`config.mk`:
```
export PLATFORM = sky130hd
export DESIGN_NAME = presc_updown_cnt
export DESIGN_NICKNAME = d
export VERILOG_FILES = /design/src/rtl/presc_updown_cnt.sv
export SDC_FILE = /design/constraint.sdc
export NUM_CORES = 1
export LEC_CHECK = 0
export CAP_MARGIN = 25
export CELL_PAD_IN_SITES_DETAIL_PLACEMENT = 1
export CELL_PAD_IN_SITES_GLOBAL_PLACEMENT = 2
export CORE_ASPECT_RATIO = 1.4
export CORE_MARGIN = 3
export CORE_UTILIZATION = 32
export DETAILED_ROUTE_END_ITERATION = 8
export PLACE_DENSITY = 0.84
export SETUP_SLACK_MARGIN = 0.05
export SYNTH_ARGS = -nofsm -noshare
export SYNTH_HDL_FRONTEND = slang
export SYNTH_SLANG_ARGS = --single-unit
```
`constraint.sdc`:
```
create_clock -name clk -period 2.4 [get_ports clk]
set_input_delay 0.48 -clock clk [delete_from_list [all_inputs] [get_ports clk]]
set_output_delay 0.48 -clock clk [all_outputs]
set_load 0.1 [all_outputs]
```
`src/rtl/presc_updown_cnt.sv`:
```
// presc_updown_cnt: prescaled up/down modulo counter with load, tick and terminal-count pulses.
// Define PRESC_CNT_SAT_EN to saturate at the limits instead of wrapping.
module presc_updown_cnt #(
  parameter int WIDTH    = 4,
  parameter int MODULUS  = 16,
  parameter int PRESCALE = 50
) (
  input  logic             clk,
  input  logic             rst,
  input  logic             en,
  input  logic             up,
  input  logic             load,
  input  logic [WIDTH-1:0] load_val,
  output logic [WIDTH-1:0] out,
  output logic             tick,
  output logic             tc
);
  localparam int PW = PRESCALE > 1 ? $clog2(PRESCALE) : 1;
  localparam logic [PW-1:0] PMAX = PW'(PRESCALE - 1);
  localparam logic [WIDTH-1:0] OMAX = WIDTH'(MODULUS - 1);
  logic [PW-1:0] pcnt_q, pcnt_d;
  logic [WIDTH-1:0] out_q, out_d, nxt;
  logic tick_q, tick_d, tc_q, tc_d;
  logic step, at_lim;
  always_comb begin
    step   = en && pcnt_q == PMAX;
    at_lim = up ? out_q == OMAX : out_q == '0;
`ifdef PRESC_CNT_SAT_EN
    nxt    = at_lim ? out_q : up ? out_q + WIDTH'(1) : out_q - WIDTH'(1);
`else
    nxt    = up ? (at_lim ? '0 : out_q + WIDTH'(1)) : (at_lim ? OMAX : out_q - WIDTH'(1));
`endif
    pcnt_d = load ? '0 : en ? (pcnt_q == PMAX ? '0 : pcnt_q + PW'(1)) : pcnt_q;
    out_d  = load ? (load_val > OMAX ? OMAX : load_val) : step ? nxt : out_q;
    tick_d = !load && step;
    tc_d   = !load && step && at_lim;
  end
  always_ff @(posedge clk or negedge rst) begin
    if (!rst) begin
      pcnt_q <= '0;
      out_q  <= '0;
      tick_q <= 1'b0;
      tc_q   <= 1'b0;
    end else begin
      pcnt_q <= pcnt_d;
      out_q  <= out_d;
      tick_q <= tick_d;
      tc_q   <= tc_d;
    end
  end
  assign out  = out_q;
  assign tick = tick_q;
  assign tc   = tc_q;
endmodule

```
; ---- After elaboration in Yosys (flattened, before gate mapping)
; Index checks and enable logic that the tools add are counted.
[op_classes]
n_addsub = 3
magnitude_cmp = 1
n_eq_ne = 2
muxes = 10
reduce_logical = 7
[op_table]
columns = op, n
row1 = 4-bit 2-to-1 mux, 6
row2 = 6-bit 2-to-1 mux, 3
row3 = "6-bit by 1-bit adder with 6-bit output, second input constant", 1
row4 = "6-bit == test, second input constant", 1
row5 = "4-bit by 1-bit adder with 4-bit output, second input constant", 1
row6 = "4-bit == test, second input constant", 1
row7 = "4-bit > comparator, second input constant", 1
row8 = 4-bit logical NOT, 1
row9 = 2-bit nonzero test, 2
row10 = "4-bit by 1-bit subtractor with 4-bit output, second input constant", 1
row11 = 1-bit logical AND, 3
row12 = 1-bit logical NOT, 1
row13 = 1-bit 2-to-1 mux, 1
[totals]
regBits = 12
in_bits = 9
wordCells = 27

; ---- Logic depth before layout (Yosys ltp)
; Gate-level depths: netlist of run 1.
[logic_depth]
depth_word = 6
depth_mapped = 7
mapped_depth_nobuf = 6

; ---- Worst setup path after synthesis of run 1
; Ideal clock, no wire load.
[synth_path]
path_kind = reg-to-reg
startpoint = register out_q[0], in the netlist out[0]
endpoint = register out_q[2], in the netlist out[2]
setup_ns = 0.125
arrival_ns = 2.029
slack_ns = 0.246
stages_incl_launch_ff = 6
n_path_buf = 0
synth_period_minus_slack_ns = 2.154
path_cell_list = dfrtp_1 -> ha_1 -> mux2_2 -> nand4_1 -> xnor2_1 -> mux2_2
[synth_via]
elab_chain_cells = 6
[synth_lines]
columns = item, line_no
row1 = "start, declared", 22  ; logic [WIDTH-1:0] out_q, out_d, nxt;
row2 = "start signal, assigned", 46  ; out_q <= out_d;
row3 = branches (longest 3 deep; another with 4-bit by 1-bit subtractor with 4-bit output), -
row4 = 4-bit 2-to-1 mux (*), 31  ; nxt = up ? (at_lim ? '0 : out_q + WIDTH'(1)) : (at_lim ? OMAX : out_q - WIDTH'(1));
row5 = 4-bit 2-to-1 mux (*) (2 in a row), 34  ; out_d = load ? (load_val > OMAX ? OMAX : load_val) : step ? nxt : out_q;
; Every way passes the cells marked *. The select of a mux whose other input is x is not followed.
; A chain may end at the register's enable or synchronous reset.

; ---- Final worst setup path of run 1
[layout_path]
startpoint = register pcnt_q[1]
endpoint = register out_q[2], in the netlist out[2]
[layout_via]
elab_chain_cells = 3
[layout_lines]
columns = item, line_no
row1 = "start, declared", 21  ; logic [PW-1:0] pcnt_q, pcnt_d;
row2 = "start signal, assigned", 45  ; pcnt_q <= pcnt_d;
row3 = 6-bit == test, 26  ; step = en && pcnt_q == PMAX;
row4 = 1-bit logical AND, 26
row5 = 2-bit nonzero test (no line), -
; No other way between the ends.

==> impl_metrics.json, run 1 <==
{
  "crit_chain": "inv_1 > ha_1 > nor4bb_1 > buf_4 > nand4_1 > xnor2_1 > mux2_2",
  "gp_congestion": 0.781,
  "routed_wl_um": 1850,
  "clk_path_buf_depth": 2,
  "core-area_mm2": 0.00223,
  "clock-sinks": 12,
  "drc_errors": 0,
  "slew_headroom": 0.611,
  "cts_buffers": 3,
  "hold_path_class": "input port to async pin",
  "tightest_slew_ns": 0.582,
  "syn_nets": 97,
  "overflow": 0,
  "finClkSkew_ns": 0.00225,
  "drive_above_1_share": 0.202,
  "die_area_mm2": 0.00302,
  "holdBufCountCts": 0,
  "core.rowCount": 20,
  "num_vias": 691,
  "path_clk_slew_ns": 0.08,
  "cp-start-kind": "register",
  "yosysWarningCount": 0,
  "critPathRequiredTime_ns": 2.57,
  "maxCapViolations": 0,
  "slowest_delay_ns": 0.43,
  "min_period_ns": 1.76,
  "syn_area_per_cell_um2": 9.10,
  "crit_buf_inv": 2,
  "max_freq_ghz": 0.568,
  "antenna_found_initial": 0,
  "yosysSeqAreaShare": 0.393,
  "die_width_um": 47.3,
  "globalRouteTotalUtil": 0.146,
  "post-route-period-util": 0.734,
  "syn2layout_area_growth_pct": 24.5,
  "drtIter0Drc": 12,
  "setup_viol": 0,
  "nFillCells": 269,
  "io_pins": 15,
  "die_y_um": 63.8,
  "diodes": 0,
  "cts_tree": "built",
  "synthArstFlopShare": 1.00,
  "synth-edff-count": 0,
  "grt_pass1_wl_um": 3240,
  "hold_ws_ns": 0.568,
  "ant_nets": 0,
  "synth_top_area_cell": "dfrtp_1",
  "r2r_start": "pcnt_q[1]",
  "cp_max_fo": 5,
  "critical_path_arrival_ns": 1.93,
  "cp-startpoint": "pcnt_q[1]",
  "path_depth": 7,
  "p_per_area_mw_per_mm2": 563,
  "synth_ff_type": "dfrtp_1",
  "final.setup.tns_ns": 0,
  "grt_start_max_net_pins": 16,
  "dp.cells": 117,
  "fin_cells": 121,
  "hold_violations": 0,
  "slowest_stage": "dfrtp_1",
  "endpoint": "out[2]",
  "syn_area_um2": 764,
  "status": "completed",
  "syn_inst": 84,
  "htreeDepth": 1,
  "ys_ff_latch": 12,
  "initial_core_util": 0.343,
  "cts_root_buf": "clkbuf_4",
  "criticalPathCategory": "register to register",
  "first_pass_iters": 4,
  "grt_pass1_vias": 729,
  "r2r_end": "out[2]",
  "wl_per_cell_um": 15.3,
  "vias_per_cell": 5.71,
  "report.final.slew_viol_count": 0,
  "p_leak_nw": 0.416,
  "synth_top_cell_area_share": 0.393,
  "final_nets": 113,
  "critPathCaptureType": "register",
  "cts_setup_buffers": 0,
  "ys_top_cells_by_area": "dfrtp_1 (39%), ha_1 (6.5%), a21oi_1 (4.6%), nor2_1 (3.4%), a31oi_1 (3.3%)",
  "dp_hpwl_um": 1400,
  "cp_top_family": "flip-flops",
  "rsz0062_at_grt": "false",
  "peakVddDrop_uv": 245,
  "ys_types": 34,
  "cts_resized": 0,
  "port_buffers": 14,
  "rrSetupSlack_ns": 0.64,
  "clk_latency_ns": 0.28,
  "worst_r2r_path_depth": 7
}
## cells by family (layout without fill, tap and decap cells)
| logic type | Yosys count | in the layout | share of synthesized area |
|---|---|---|---|
| AO/OA/AOI/OAI | 24 | 24 | 0.210 |
| XOR/XNOR | 3 | 3 | 0.0344 |
| adder cells (fa/ha/maj) | 4 | 4 | 0.0655 |
| buffers and inverters | 12 | 27 | 0.0606 |
| flip-flops | 12 | 12 | 0.393 |
| multiplexers | 4 | 4 | 0.0556 |
| AND/OR/NAND/NOR | 25 | 25 | 0.182 |
## cells in the mapped netlist, drive strengths merged (2+ instances only)
cell type,n
a21oi,7
a31oi,4
clkbuf,5
dfrtp,12
ha,4
inv,6
mux2,2
mux2i,2
nand2,5
nand4,4
nor2,7
nor3,2
o21ai,3
xnor2,2
## cell type report
class	instances	area, um^2	share of cell area
Inverter	6	22.5	0.0237
Multi-Input combinational cell	60	418	0.439
Tap cell	22	27.5	0.0289
Clock buffer	4	36.3	0.0381
Timing Repair Buffer	17	148	0.155
Sequential cell	12	300	0.315
## per-layer routing
metal	GRT usage	wire, um
met5	0	0
met2	0.252	955
met4	0.0830	43
met1	0.159	779
met3	0.0169	67
## cells in the final DEF (no fill, tap or decap)
| cell type | n |
|---|---|
| nand3_2 | 1 |
| o21a_1 | 1 |
| dfrtp_1 | 12 |
| inv_2 | 2 |
| ha_1 | 4 |
| a22o_1 | 1 |
| inv_1 | 4 |
| or4_1 | 1 |
| mux2_2 | 2 |
| nor3_1 | 2 |
| buf_4 | 9 |
| clkbuf_8 | 1 |
| or4b_1 | 1 |
| a21bo_1 | 1 |
| a21oi_1 | 7 |
| o21ai_0 | 3 |
| or3_1 | 1 |
| or3b_2 | 1 |
| nand4_1 | 4 |
| nand2_1 | 5 |
| nor2_1 | 7 |
| a311o_2 | 1 |
| a211oi_1 | 1 |
| a31oi_1 | 4 |
| o211ai_1 | 1 |
| a32oi_1 | 1 |
| nand2b_1 | 1 |
| o31ai_1 | 1 |
| xor2_1 | 1 |
| nor4bb_1 | 1 |
| xnor2_1 | 2 |
| mux2i_1 | 2 |
| a211o_1 | 1 |
| o21bai_1 | 1 |
| clkdlybuf4s50_1 | 8 |
| clkbuf_4 | 3 |
## worst register-to-register path: stages (launching register included)
cell and delay [ns]:
dfrtp_1 0.43, inv_1 0.08, ha_1 0.14, nor4bb_1 0.29
buf_4 0.20, nand4_1 0.11, xnor2_1 0.15, mux2_2 0.26
## where the power goes
group	leakage, nW	total (mW)	internal [mW]	switching [mW]
logic	0.238	0.137	0.0508	0.0864
clock network	0.0210	0.165	0.0923	0.0725
registers	0.157	0.234	0.212	0.0223
## worst min-delay path by stage
stage / to / slack (ns)
floorplan: out[0] / 0.18
global placement: pcnt_q[4] / 0.59
detailed placement: pcnt_q[0] / 0.60
CTS: out[2] / 0.57
global route: out[2] / 0.60
finish: out[1] / 0.57
## registers in the layout, indices dropped and copies added, names as in the netlist
| signal | flops |
|---|---|
| pcnt_q | 6 |
| out | 4 |
| tc | 1 |
| tick | 1 |
## stage by stage
stage	cell area, um^2	setup WS (ns)	power [mW]	util
after detailed placement	916	0.366	0.378	0.411
after global placement	916	0.397	0.374	0.411
final	952	0.639	0.536	0.428
after floorplan	764	0.246	0.334	-
after CTS	952	0.624	0.547	0.428
after global routing	952	0.476	0.574	0.428
No activity file was read; power rests on OpenSTA's default activity.
==> inputs of run 2 (changes only) <==
--- a/config.mk
+++ b/config.mk
@@ -10,9 +10,9 @@
 export CELL_PAD_IN_SITES_GLOBAL_PLACEMENT = 2
 export CORE_ASPECT_RATIO = 1.4
 export CORE_MARGIN = 3
-export CORE_UTILIZATION = 32
+export CORE_UTILIZATION = 30
 export DETAILED_ROUTE_END_ITERATION = 8
-export PLACE_DENSITY = 0.84
+export PLACE_DENSITY = 0.8
 export SETUP_SLACK_MARGIN = 0.05
 export SYNTH_ARGS = -nofsm -noshare
 export SYNTH_HDL_FRONTEND = slang
==> constraint.sdc (replaced) <==
create_clock -name clk -period 1.79 [get_ports clk]
set_input_delay 0.358 -clock clk [delete_from_list [all_inputs] [get_ports clk]]
set_output_delay 0.358 -clock clk [all_outputs]
set_load 0.1 [all_outputs]
==> run 2 against run 1 <==
  * Final cell count grew 18%
  * First-iteration DRC count shrank 75%
  * Clock power grew 28%
  * Fmax grew 6.0%
  * Setup slack lost 0.51 ns
  * Register-to-register slack lost 0.51 ns
  * Global-route usage shrank 0.73 points
  * Sequential share of layout area shrank 5.0 points
  * Core utilization grew 5.7 points
  * Non-clock buffer count grew 10
  * Largest cell class unchanged
  * Largest power group unchanged
==> impl_metrics.json, run 2 (synthesis results as in run 1) <==
{
  "crit_chain": "buf_12 > ha_2 > mux2_2 > nand4_1 > xnor2_1 > mux2_2",
  "port_buffers": 14,
  "hold_violations": 0,
  "slowest_stage": "dfrtp_4",
  "p_leak_nw": 0.489,
  "core.rowCount": 21,
  "overflow": 0,
  "vias_per_cell": 5.06,
  "htreeDepth": 1,
  "hold_path_class": "input port to async pin",
  "core-area_mm2": 0.00242,
  "globalRouteTotalUtil": 0.138,
  "io_pins": 15,
  "post-route-period-util": 0.928,
  "ant_nets": 0,
  "critPathCaptureType": "register",
  "slowest_delay_ns": 0.52,
  "max_freq_ghz": 0.602,
  "cp_max_fo": 6,
  "largest_reg_flops": 6,
  "cts_root_buf": "clkbuf_4",
  "diodes": 0,
  "gp_congestion": 0.776,
  "criticalPathCategory": "register to register",
  "grt_pass1_vias": 803,
  "slew_headroom": 0.766,
  "final.setup.tns_ns": 0,
  "report.final.slew_viol_count": 0,
  "initial_core_util": 0.316,
  "syn2layout_area_growth_pct": 53.2,
  "fin_util": 0.484,
  "critPathRequiredTime_ns": 1.95,
  "layout_commonest_cell": "buf_4",
  "min_period_ns": 1.66,
  "total_power_mw": 0.775,
  "cp_common_cell": "mux2_2",
  "cp-start-kind": "register",
  "p_per_area_mw_per_mm2": 662,
  "maxCapViolations": 0,
  "drc_errors": 0,
  "drive_above_1_share": 0.367,
  "fin_cells": 143,
  "die_width_um": 48.7,
  "clk_latency_ns": 0.27,
  "die_y_um": 65.7,
  "first_pass_iters": 2,
  "rsz0062_at_grt": "true",
  "dp.cells": 136,
  "drtIter0Drc": 3,
  "wl_per_cell_um": 14.1,
  "antenna_found_initial": 0,
  "largest-register": "pcnt_q",
  "die_area_mm2": 0.00320,
  "grt_pass1_wl_um": 3420,
  "clock-sinks": 12,
  "finClkSkew_ns": 0.00357,
  "timing.final.ws_setup_ns": 0.128,
  "routed_wl_um": 2010,
  "clk_path_buf_depth": 2,
  "dp_hpwl_um": 1550,
  "final_nets": 123,
  "holdBufCountCts": 0,
  "place_ws_ns": 0.0574,
  "grt_start_max_net_pins": 16,
  "num_vias": 724,
  "layout_common_cells": "buf_4 (12), clkdlybuf4s50_1 (8), dfrtp_1 (8), nor2_1 (7), buf_12 (7)",
  "status": "completed",
  "critical_path_arrival_ns": 1.82,
  "cts_buffers": 3,
  "tightest_slew_ns": 0.351,
  "cts_tree": "built",
  "peakVddDrop_uv": 368,
  "path_clk_slew_ns": 0.08,
  "setup_viol": 0
}
==> run 2: cell types whose count changed in the layout (fill, tap and decap cells not counted), sizes merged <==
cell  change
buf      +10
==> run 2: power breakdown <==
part	switching (mW)	leakage [nW]	total [mW]	internal (mW)
Sequential	0.0292	0.153	0.317	0.288
Combinational	0.132	0.315	0.246	0.114
Clock	0.0886	0.0210	0.212	0.123
Total	0.249	0.489	0.775	0.526
==> run 2: timing repair <==
| action | 4_1_cts | 5_1_grt |
|---|---|---|
| endpoints found under the setup margin | 0 | 5 |
| gates resized for setup | 0 | 5 |
| buffers inserted | 0 | 3 |
==> run 2: layout make-up <==
cell class | instances | area (um^2)
clock buffer | 4 | 36.3
sequential | 12 | 310
fill | 284 | 1250
inverter | 6 | 22.5
timing repair buffer | 27 | 310
tap | 34 | 42.5
multi-input combinational | 60 | 449
==> run 2: stage by stage <==
stage	hold slack, ns	instance area (um^2)
final	0.359	1170
after global routing	0.354	1170
after CTS	0.353	1110
after detailed placement	0.593	1070
after global placement	0.595	1070
after floorplan	0.0624	779
==> run 2: critical path: cells and delay by family, from the launching register on <==
kind | cells | cell delay (ns)
fa+ha+maj | 1 | 0.20
mux | 2 | 0.52
xor+xnor | 1 | 0.06
flops | 1 | 0.52
buf+inv | 1 | 0.14
simple gates | 1 | 0.10
==> run 2: path summary, 6_finish.rpt <==
path | startpoint | to | slack (ns) | depth (start not counted)
max in group asynchronous | rst | out[2] | 1.00 | 2
worst min-delay path | rst | pcnt_q[1] | 0.36 | 1
worst max register to register | out[0] | out[2] | 0.13 | 6
worst max-delay path | out[0] | out[2] | 0.13 | 6
worst min register to register | pcnt_q[4] | pcnt_q[4] | 0.61 | 2
min in group clk | pcnt_q[4] | pcnt_q[4] | 0.61 | 2
==> run 2: metal layers <==
layer | GRT usage | wire (um)
met2 | 0.274 | 1090
met3 | 0.0340 | 58
met5 | 0 | 0
met1 | 0.137 | 850
met4 | 0.0498 | 11
